$ cat src/rtl/id_hazard_scoreboard_pkg.sv
// id_hazard_scoreboard_pkg: shared pipeline register-index width, slot type and source-match helper
package id_hazard_scoreboard_pkg;
  localparam int REG_W = 5;
  localparam logic [REG_W-1:0] REG_ZERO = '0;
  typedef struct packed {
    logic             reg_write;
    logic [REG_W-1:0] rd;
    logic             mem_read;
  } slot_t;
  function automatic logic slot_match(slot_t s, logic use_rs, logic use_rt, logic [REG_W-1:0] rs, logic [REG_W-1:0] rt);
    return s.reg_write & ((use_rs & (s.rd == rs)) | (use_rt & (s.rd == rt)));
  endfunction
endpackage

$ cat src/rtl/id_hazard_scoreboard_if.sv
// id_hazard_if: ID-stage instruction fields in, EX/MEM slot and stall status out
interface id_hazard_if #(parameter int CNT_W = 32);
  import id_hazard_scoreboard_pkg::*;
  logic             id_Valid;
  logic             id_RegWrite;
  logic [REG_W-1:0] id_RegisterRd;
  logic             id_MemRead;
  logic             id_UseRs;
  logic             id_UseRt;
  logic [REG_W-1:0] RFR1;
  logic [REG_W-1:0] RFR2;
  logic             id_MulDiv;
  logic             id_UseHiLo;
  logic             IDFlush;
  logic             Stall;
  logic             exe_RegWrite;
  logic [REG_W-1:0] exe_RegisterRd;
  logic             exe_MemRead;
  logic             mem_RegWrite;
  logic [REG_W-1:0] mem_RegisterRd;
  logic             mem_MemRead;
  logic             MDUBusy;
  logic [CNT_W-1:0] StallCount;
  modport master (
    output id_Valid, id_RegWrite, id_RegisterRd, id_MemRead, id_UseRs, id_UseRt, RFR1, RFR2, id_MulDiv, id_UseHiLo, IDFlush,
    input  Stall, exe_RegWrite, exe_RegisterRd, exe_MemRead, mem_RegWrite, mem_RegisterRd, mem_MemRead, MDUBusy, StallCount
  );
  modport slave (
    input  id_Valid, id_RegWrite, id_RegisterRd, id_MemRead, id_UseRs, id_UseRt, RFR1, RFR2, id_MulDiv, id_UseHiLo, IDFlush,
    output Stall, exe_RegWrite, exe_RegisterRd, exe_MemRead, mem_RegWrite, mem_RegisterRd, mem_MemRead, MDUBusy, StallCount
  );
endinterface

$ cat src/rtl/id_hazard_scoreboard_mdu_busy_counter.sv
// mdu_busy_counter: reloads on an accepted mul/div, counts down, busy while nonzero
module mdu_busy_counter #(parameter int MDU_LAT = 4) (
  input  logic clk,
  input  logic rst,
  input  logic load,
  output logic busy
);
  logic [3:0] cnt_q, cnt_d;
  always_comb begin
    cnt_d = load ? 4'(MDU_LAT) : (cnt_q != 4'd0 ? cnt_q - 4'd1 : cnt_q);
    busy  = cnt_q != 4'd0;
  end
  always_ff @(posedge clk or posedge rst)
    if (rst) cnt_q <= '0;
    else cnt_q <= cnt_d;
endmodule

$ cat src/rtl/id_hazard_scoreboard.sv
// id_hazard_scoreboard: tracks EX/MEM destinations and stalls ID on load-use or busy-MDU hazards
module id_hazard_scoreboard
  import id_hazard_scoreboard_pkg::*;
#(
  parameter int MDU_LAT = 4,
  parameter int CNT_W   = 32
) (
  input logic        clk,
  input logic        rst,
  id_hazard_if.slave bus
);
  slot_t            ex_q, ex_d, mem_q, mem_d;
  logic [CNT_W-1:0] cnt_q, cnt_d;
  logic             load_use, mdu_haz, stall, accept, mdu_busy;
  always_comb begin
    load_use = (ex_q.mem_read & slot_match(ex_q, bus.id_UseRs, bus.id_UseRt, bus.RFR1, bus.RFR2))
             | (mem_q.mem_read & slot_match(mem_q, bus.id_UseRs, bus.id_UseRt, bus.RFR1, bus.RFR2));
    mdu_haz  = mdu_busy & (bus.id_UseHiLo | bus.id_MulDiv);
    stall    = bus.id_Valid & ~bus.IDFlush & (load_use | mdu_haz);
    accept   = bus.id_Valid & ~bus.IDFlush & ~stall;
    ex_d     = accept ? slot_t'{reg_write: bus.id_RegWrite & (bus.id_RegisterRd != REG_ZERO),
                                rd: bus.id_RegisterRd, mem_read: bus.id_MemRead} : slot_t'('0);
    mem_d    = ex_q;
    cnt_d    = (stall && ~&cnt_q) ? cnt_q + CNT_W'(1) : cnt_q;
  end
  always_ff @(posedge clk or posedge rst)
    if (rst) begin
      ex_q  <= '0;
      mem_q <= '0;
      cnt_q <= '0;
    end else begin
      ex_q  <= ex_d;
      mem_q <= mem_d;
      cnt_q <= cnt_d;
    end
  mdu_busy_counter #(.MDU_LAT(MDU_LAT)) u_mdu (
    .clk  (clk),
    .rst  (rst),
    .load (accept & bus.id_MulDiv),
    .busy (mdu_busy)
  );
  assign bus.Stall          = stall;
  assign bus.exe_RegWrite   = ex_q.reg_write;
  assign bus.exe_RegisterRd = ex_q.rd;
  assign bus.exe_MemRead    = ex_q.mem_read;
  assign bus.mem_RegWrite   = mem_q.reg_write;
  assign bus.mem_RegisterRd = mem_q.rd;
  assign bus.mem_MemRead    = mem_q.mem_read;
  assign bus.MDUBusy        = mdu_busy;
  assign bus.StallCount     = cnt_q;
endmodule

$ cat src/flat_wrapper.sv
// flat-port wrapper written by rule: the top's interface ports become plain ports
module id_hazard_scoreboard_flat import id_hazard_scoreboard_pkg::*;
#(
  parameter int MDU_LAT = 4,
  parameter int CNT_W   = 32
)
  (clk, rst, bus_id_Valid, bus_id_RegWrite, bus_id_RegisterRd, bus_id_MemRead, bus_id_UseRs, bus_id_UseRt, bus_RFR1, bus_RFR2, bus_id_MulDiv, bus_id_UseHiLo, bus_IDFlush, bus_Stall, bus_exe_RegWrite, bus_exe_RegisterRd, bus_exe_MemRead, bus_mem_RegWrite, bus_mem_RegisterRd, bus_mem_MemRead, bus_MDUBusy, bus_StallCount);
  id_hazard_if #(.CNT_W(CNT_W)) bus_i ();
  input logic clk;
  input logic rst;
  input wire logic [$bits(bus_i.id_Valid)-1:0] bus_id_Valid;
  input wire logic [$bits(bus_i.id_RegWrite)-1:0] bus_id_RegWrite;
  input wire logic [$bits(bus_i.id_RegisterRd)-1:0] bus_id_RegisterRd;
  input wire logic [$bits(bus_i.id_MemRead)-1:0] bus_id_MemRead;
  input wire logic [$bits(bus_i.id_UseRs)-1:0] bus_id_UseRs;
  input wire logic [$bits(bus_i.id_UseRt)-1:0] bus_id_UseRt;
  input wire logic [$bits(bus_i.RFR1)-1:0] bus_RFR1;
  input wire logic [$bits(bus_i.RFR2)-1:0] bus_RFR2;
  input wire logic [$bits(bus_i.id_MulDiv)-1:0] bus_id_MulDiv;
  input wire logic [$bits(bus_i.id_UseHiLo)-1:0] bus_id_UseHiLo;
  input wire logic [$bits(bus_i.IDFlush)-1:0] bus_IDFlush;
  output wire logic [$bits(bus_i.Stall)-1:0] bus_Stall;
  output wire logic [$bits(bus_i.exe_RegWrite)-1:0] bus_exe_RegWrite;
  output wire logic [$bits(bus_i.exe_RegisterRd)-1:0] bus_exe_RegisterRd;
  output wire logic [$bits(bus_i.exe_MemRead)-1:0] bus_exe_MemRead;
  output wire logic [$bits(bus_i.mem_RegWrite)-1:0] bus_mem_RegWrite;
  output wire logic [$bits(bus_i.mem_RegisterRd)-1:0] bus_mem_RegisterRd;
  output wire logic [$bits(bus_i.mem_MemRead)-1:0] bus_mem_MemRead;
  output wire logic [$bits(bus_i.MDUBusy)-1:0] bus_MDUBusy;
  output wire logic [$bits(bus_i.StallCount)-1:0] bus_StallCount;
  assign bus_i.id_Valid = bus_id_Valid;
  assign bus_i.id_RegWrite = bus_id_RegWrite;
  assign bus_i.id_RegisterRd = bus_id_RegisterRd;
  assign bus_i.id_MemRead = bus_id_MemRead;
  assign bus_i.id_UseRs = bus_id_UseRs;
  assign bus_i.id_UseRt = bus_id_UseRt;
  assign bus_i.RFR1 = bus_RFR1;
  assign bus_i.RFR2 = bus_RFR2;
  assign bus_i.id_MulDiv = bus_id_MulDiv;
  assign bus_i.id_UseHiLo = bus_id_UseHiLo;
  assign bus_i.IDFlush = bus_IDFlush;
  assign bus_Stall = bus_i.Stall;
  assign bus_exe_RegWrite = bus_i.exe_RegWrite;
  assign bus_exe_RegisterRd = bus_i.exe_RegisterRd;
  assign bus_exe_MemRead = bus_i.exe_MemRead;
  assign bus_mem_RegWrite = bus_i.mem_RegWrite;
  assign bus_mem_RegisterRd = bus_i.mem_RegisterRd;
  assign bus_mem_MemRead = bus_i.mem_MemRead;
  assign bus_MDUBusy = bus_i.MDUBusy;
  assign bus_StallCount = bus_i.StallCount;
  id_hazard_scoreboard #(.MDU_LAT(MDU_LAT), .CNT_W(CNT_W)) u_core (.clk(clk), .rst(rst), .bus(bus_i));
endmodule
$ cat config.mk
export PLATFORM = sky130hd
export DESIGN_NAME = id_hazard_scoreboard_flat
export DESIGN_NICKNAME = d
export VERILOG_FILES = /design/src/rtl/id_hazard_scoreboard_pkg.sv /design/src/rtl/id_hazard_scoreboard_if.sv /design/src/rtl/id_hazard_scoreboard_mdu_busy_counter.sv /design/src/rtl/id_hazard_scoreboard.sv /design/src/flat_wrapper.sv
export SDC_FILE = /design/constraint.sdc
export NUM_CORES = 1
export LEC_CHECK = 0
export BUFFER_PORTS_ARGS = -buffer_cell sky130_fd_sc_hd__buf_2
export CORE_ASPECT_RATIO = 1.2
export CORE_MARGIN = 1
export CORE_UTILIZATION = 45
export DETAILED_ROUTE_END_ITERATION = 8
export PLACE_DENSITY = 0.77
export SYNTH_ARGS = -nofsm -noshare
export SYNTH_HDL_FRONTEND = slang
export SYNTH_SLANG_ARGS = --single-unit
$ cat constraint.sdc
create_clock -name clk -period 2.2 [get_ports clk]
set_input_delay 0.11 -clock clk [delete_from_list [all_inputs] [get_ports clk]]
set_output_delay 0.11 -clock clk [all_outputs]
set_load 0.03 [all_outputs]
### Yosys cells after proc, flatten, opt, wreduce, memory -nomap -nowiden

Index checks and enable logic that the tools add are counted.

| word-level totals | value |
|---|---|
| bits in registers | 50 |
| latch bits | 0 |
| RAM bits | 0 |
| memory bits (read-only) | 0 |
| output and inout port bits | 48 |
| memories | 0 |

| operators by class | value |
|---|---|
| add/subtract/negate cells | 2 |
| multiply operators | 0 |
| divide/modulo/power cells | 0 |
| $lt $le $gt $ge | 0 |
| eq/ne operators | 4 |
| shift operators | 0 |
| muxes and demuxes | 3 |
| bitwise operators | 21 |
| reductions and logical operators | 6 |

Operators by type and width:

| operator | count |
|---|---|
| $add A32 B1 Y32 const B | 1 |
| $reduce_and A32 Y1 | 1 |
| $eq A5 B5 Y1 | 4 |
| $and A1 B1 Y1 | 14 |
| $mux W4 | 2 |
| $mux W7 | 1 |
| $or A1 B1 Y1 | 5 |
| $reduce_bool A5 Y1 | 1 |
| $reduce_bool A4 Y1 | 1 |
| $sub A4 B1 Y4 const B | 1 |
| $not A1 Y1 | 2 |
| $reduce_bool A2 Y1 | 1 |
| $logic_and A1 B1 Y1 | 1 |
| $logic_not A1 Y1 | 1 |

### Depth between registers and ports, before layout

| depth | value |
|---|---|
| depth after elaboration | 12 |
| gate-level depth with buffers | 10 |

### Hierarchy

From an unflattened synthesis, not the netlist that was laid out.

| second synthesis, totals | value |
|---|---|
| cell total of the unflattened synthesis | 242 |
| area, all modules | 2607.5 um^2 |

Modules (own cells, without submodules):

| module | instances | cells each | area each (um^2) |
|---|---|---|---|
| id_hazard_scoreboard | 1 | 219 | 2361.0 |
| mdu_busy_counter | 1 | 23 | 246.5 |

### Worst setup path after synthesis

OpenSTA, ideal clock, no wires.

| path | value |
|---|---|
| path kind | reg-to-reg |
| start | reg u_core.cnt_q[0], in the netlist u_core.bus.StallCount[0] |
| end | reg u_core.cnt_q[1], in the netlist u_core.bus.StallCount[1] |
| library setup time | 125 ps |
| arrival time | 2132 ps |
| data required time | 2075 ps |
| setup slack | -57 ps |
| cell stages (with the launch flop) | 9 |
| clock period less this slack | 2257 ps |
| cell sequence | dfrtp_1 > ha_1 > nand3_1 > or3_4 > nor4b_4 > or2b_1 > buf_6 > nor2_4 > mux2_4 |

| on the way | value |
|---|---|
| cells in the longest elaborated chain, start to end | 3 |
| elaborated cells on any way between the ends | 4 |

Ends and longest elaborated chain:

| item | line | text |
|---|---|---|
| from (decl) | id_hazard_scoreboard.sv:13 | `logic [CNT_W-1:0] cnt_q, cnt_d;` |
| from (signal assigned) | id_hazard_scoreboard.sv:34 | `cnt_q <= cnt_d;` |
| branches (longest 3 deep; another with $add A32 B1 Y32) | - |  |

Parallel ways; which one is timed is not known.
A chain may end at the register's enable or synchronous reset.

### Worst setup path after layout

| path | value |
|---|---|
| start | reg u_core.u_mdu.cnt_q[0] |
| end | out bus_Stall |

| on the way | value |
|---|---|
| cells in the longest elaborated chain, start to end | 4 |

Ends and longest elaborated chain:

| item | line | text |
|---|---|---|
| from (decl) | id_hazard_scoreboard_mdu_busy_counter.sv:8 | `logic [3:0] cnt_q, cnt_d;` |
| from (signal assigned) | id_hazard_scoreboard_mdu_busy_counter.sv:15 | `else cnt_q <= cnt_d;` |
| $reduce_bool A4 Y1 | id_hazard_scoreboard_mdu_busy_counter.sv:11 | `busy = cnt_q != 4'd0;` |
| $and A1 B1 Y1 | id_hazard_scoreboard.sv:18 | `mdu_haz = mdu_busy & (bus.id_UseHiLo \| bus.id_MulDiv);` |
| $or A1 B1 Y1 | id_hazard_scoreboard.sv:19 | `stall = bus.id_Valid & ~bus.IDFlush & (load_use \| mdu_haz);` |
| $and A1 B1 Y1 | id_hazard_scoreboard.sv:19 |  |
| to (decl) | flat_wrapper.sv:22 | `output wire logic [$bits(bus_i.Stall)-1:0] bus_Stall;` |

No other way between the ends.

==> flow_metrics.env <==
export IMPL_ir_worst_vdd_mv=0.684
export IMPL_cts_tree="yes"
export IMPL_vias_per_cell=5.58
export IMPL_max_freq_mhz=456
export IMPL_h_tree_depth=2
export IMPL_finalPower_mw=2.85
export IMPL_utilization=0.643
export IMPL_r2r_start="u_core.u_mdu.cnt_q[0]"
export IMPL_core_mm2=0.00541
export IMPL_rsz0062_at_grt="true"
export IMPL_fin_ws_ps=5.51
export IMPL_end_kind="primary output"
export IMPL_io_pins=73
export IMPL_antenna_found_initial=0
export IMPL_final_cells=400
export IMPL_ys_ff_latch=50
export IMPL_hold_viol=0
export IMPL_track_usage=0.220
export IMPL_dr_pass1_iters=7
export IMPL_stdcell_area_mm2=0.00347
export IMPL_slew_limit_headroom=0.586
export IMPL_grt_pass1_vias=2108
export IMPL_async_flop_share=1.00
export IMPL_avgSynthCellArea_um2=10.9
export IMPL_p_per_area_mw_per_mm2=821
export IMPL_setup_tns_final_ps=0
export IMPL_setup_violations=0
export IMPL_place_area_mm2=0.00312
export IMPL_syn_area_mm2=0.00257
export IMPL_ant_nets=0
export IMPL_drc=9
export IMPL_clockRootBuffer="clkbuf_8"
export IMPL_wirelength_um=6490
export IMPL_placed_cells=377
export IMPL_r2r_cells=10
export IMPL_place_gp_congestion=0.802
export IMPL_seq_area_frac_synth=0.486
export IMPL_cts_buffer_depth=2
export IMPL_r2r_end="u_core.bus.StallCount[1]"
export IMPL_area_delta_synth_final_pct=35.1
export IMPL_skew_ps=5.52
export IMPL_fin_crit_sh=0.997
export IMPL_die_area_mm2=0.00602
export IMPL_clock_latency_ps=310
export IMPL_worst_hold_path_type="primary input to register"
export IMPL_arrival_ps=2080
export IMPL_synth_warnings=0
export IMPL_reg2reg_setup_slack_ps=30
export IMPL_grt_ovfl_total=0
export IMPL_p_clk_frac=0.228
export IMPL_status="finished with violations"
export IMPL_tightest_slew_ps=621
export IMPL_sequentialPowerShare=0.400
export IMPL_violations="design-rule violations"
export IMPL_pre_cts_slack_ps=-52.8
export IMPL_hp_start="bus_id_RegWrite"
export IMPL_die_w_um=71.0
export IMPL_routedWlPerCell_um=16.2
export IMPL_crit_type="register to primary output"
export IMPL_synth_nets=263
export IMPL_fp_dieH_um=84.8
export IMPL_postSynthCellCount=235
export IMPL_hold_end="u_core.bus.exe_RegWrite"
export IMPL_port_buffers=72
export IMPL_cp_required_ps=2090
export IMPL_switchingPower_uw=977
export IMPL_synth_edf_count=0
export IMPL_grt_pass1_wl_um=10200
export IMPL_num_antenna_cells=0
export IMPL_cp_start_kind="register"
export IMPL_dp_hpwl_um=4240
export IMPL_whs_ps=24.3
export IMPL_final_nets=365
export IMPL_comb_power_share=0.372
export IMPL_cts_inserted_buffers=5
export IMPL_drive_gt1_frac=0.402
export IMPL_maxCapViolations=0
export IMPL_rows=29
export IMPL_intPower_mw=1.88
export IMPL_swShare=0.342
export IMPL_synth_ff_type="dfrtp_1"
export IMPL_worstPathMaxFanout=3
export IMPL_ys_types=46
export IMPL_min_path_cells=2
export IMPL_cts_sinks=50
export IMPL_critPathLaunch="u_core.u_mdu.cnt_q[0]"
export IMPL_vias=2233
export IMPL_p_leak_nw=1.84
export IMPL_slew_violations=0
export IMPL_start_util=0.476
export IMPL_min_period_ps=2190
export IMPL_fillers=435
export IMPL_grt_max_degree=51
export IMPL_cts_clk_slew_worst_paths_ps=90
export IMPL_drt_iter0_drc=154
## cell usage after synthesis, drive strengths merged, types with 2 or more instances
cell | number | area share
or3 | 4 | 0.012
nand3 | 15 | 0.029
and3 | 9 | 0.022
inv | 4 | 0.0058
nor4b | 7 | 0.032
dfrtp | 50 | 0.49
and2 | 3 | 0.0073
nor3 | 16 | 0.033
o21ai | 2 | 0.0039
buf | 7 | 0.018
xor2 | 28 | 0.095
nor2 | 11 | 0.019
nand2b | 2 | 0.0049
nand4 | 14 | 0.036
and4b | 2 | 0.0083
and4 | 3 | 0.010
nor4 | 3 | 0.0073
xnor2 | 24 | 0.082
nand2 | 10 | 0.015
ha | 3 | 0.015
## layout by cell type, fill, tap and decap left out, types with 4 or more instances in the layout
cell,count
nor2_1,9
nand4_1,13
clkbuf_8,5
nand3_1,15
xor2_1,28
dfrtp_1,48
nand2_1,10
buf_4,23
buf_2,71
xnor2_1,24
nor4b_2,4
and3_1,9
nor3_1,14
## per-layer routing
layer / wire length, um / part of all wire / global-route usage / vias to the layer above
li1: - / - / - / 1040
met4: 76 / 0.012 / 0.0636 / 0
met1: 2730 / 0.42 / 0.286 / 1091
met2: 3270 / 0.50 / 0.373 / 94
met3: 410 / 0.063 / 0.0428 / 8
met5: 0 / 0 / 0 / -
## how the worst max path moves through the flow
stage                                            to  slack, ps  cells past startpoint
after floorplan            u_core.bus.StallCount[1]         10                      7
after global placement    u_core.bus.StallCount[17]         50                      7
after detailed placement  u_core.bus.StallCount[17]        -50                      7
after CTS                                 bus_Stall        -70                      9
after global routing                      bus_Stall        -90                      9
final                                     bus_Stall          6                      9
## power groups by stage
stage          Clock, mW  Combinational [mW]  Sequential [mW]
2_1_floorplan          0               0.401             1.28
3_3_place_gp           0               0.744             1.15
3_5_place_dp           0               0.765             1.16
4_1_cts            0.661               0.985             1.14
5_1_grt            0.695                1.13             1.15
6_report           0.651                1.06             1.14
## state kept, by name (all words and copies together), names as in the netlist
| name | flops |
|---|---|
| u_core.bus.StallCount | 32 |
| u_core.bus.exe_MemRead | 1 |
| u_core.bus.exe_RegWrite | 1 |
| u_core.bus.exe_RegisterRd | 5 |
| u_core.bus.mem_MemRead | 1 |
| u_core.bus.mem_RegWrite | 1 |
| u_core.bus.mem_RegisterRd | 5 |
| u_core.u_mdu.cnt_q | 4 |
## cell type report
| type | instances | area [um^2] | share of cell area |
|---|---|---|---|
| clock buffer | 6 | 72.6 | 0.0209 |
| clock inverter | 2 | 37.5 | 0.0108 |
| inverter | 4 | 15.0 | 0.00432 |
| multi-input combinational | 173 | 1340 | 0.385 |
| sequential | 50 | 1250 | 0.361 |
| tap | 62 | 77.6 | 0.0223 |
| timing repair buffer | 103 | 679 | 0.196 |
## worst max-delay path, stage by stage (launching register included)
cell,delay (ps)
dfrtp_1,400
inv_2,80
ha_4,130
or3b_4,370
o21ai_2,70
o21ai_2,80
a311oi_4,310
buf_12,170
nor2_4,30
buf_6,140
## cell families (layout without fill, tap and decap cells)
logic type / after synthesis / in the layout / synth area share
adder cells (fa/ha/maj): 3 / 3 / 0.0146
buffers and inverters: 12 / 115 / 0.0258
multiplexers: 1 / 1 / 0.00583
XOR/XNOR: 52 / 52 / 0.177
AND/OR/NAND/NOR: 106 / 106 / 0.256
AO/OA/AOI/OAI: 11 / 11 / 0.0340
flip-flops: 50 / 50 / 0.486
## repair_timing
action / CTS / global route
gates resized for setup: 13 / 12
hold buffers: 1 / 0
hold endpoints to repair: 50 / 0
endpoints found under the setup margin: 2 / 42
gates cloned: 2 / 1
pin swaps: 4 / 7
buffers inserted: 8 / 5
Power figures use the tool's default switching activity.
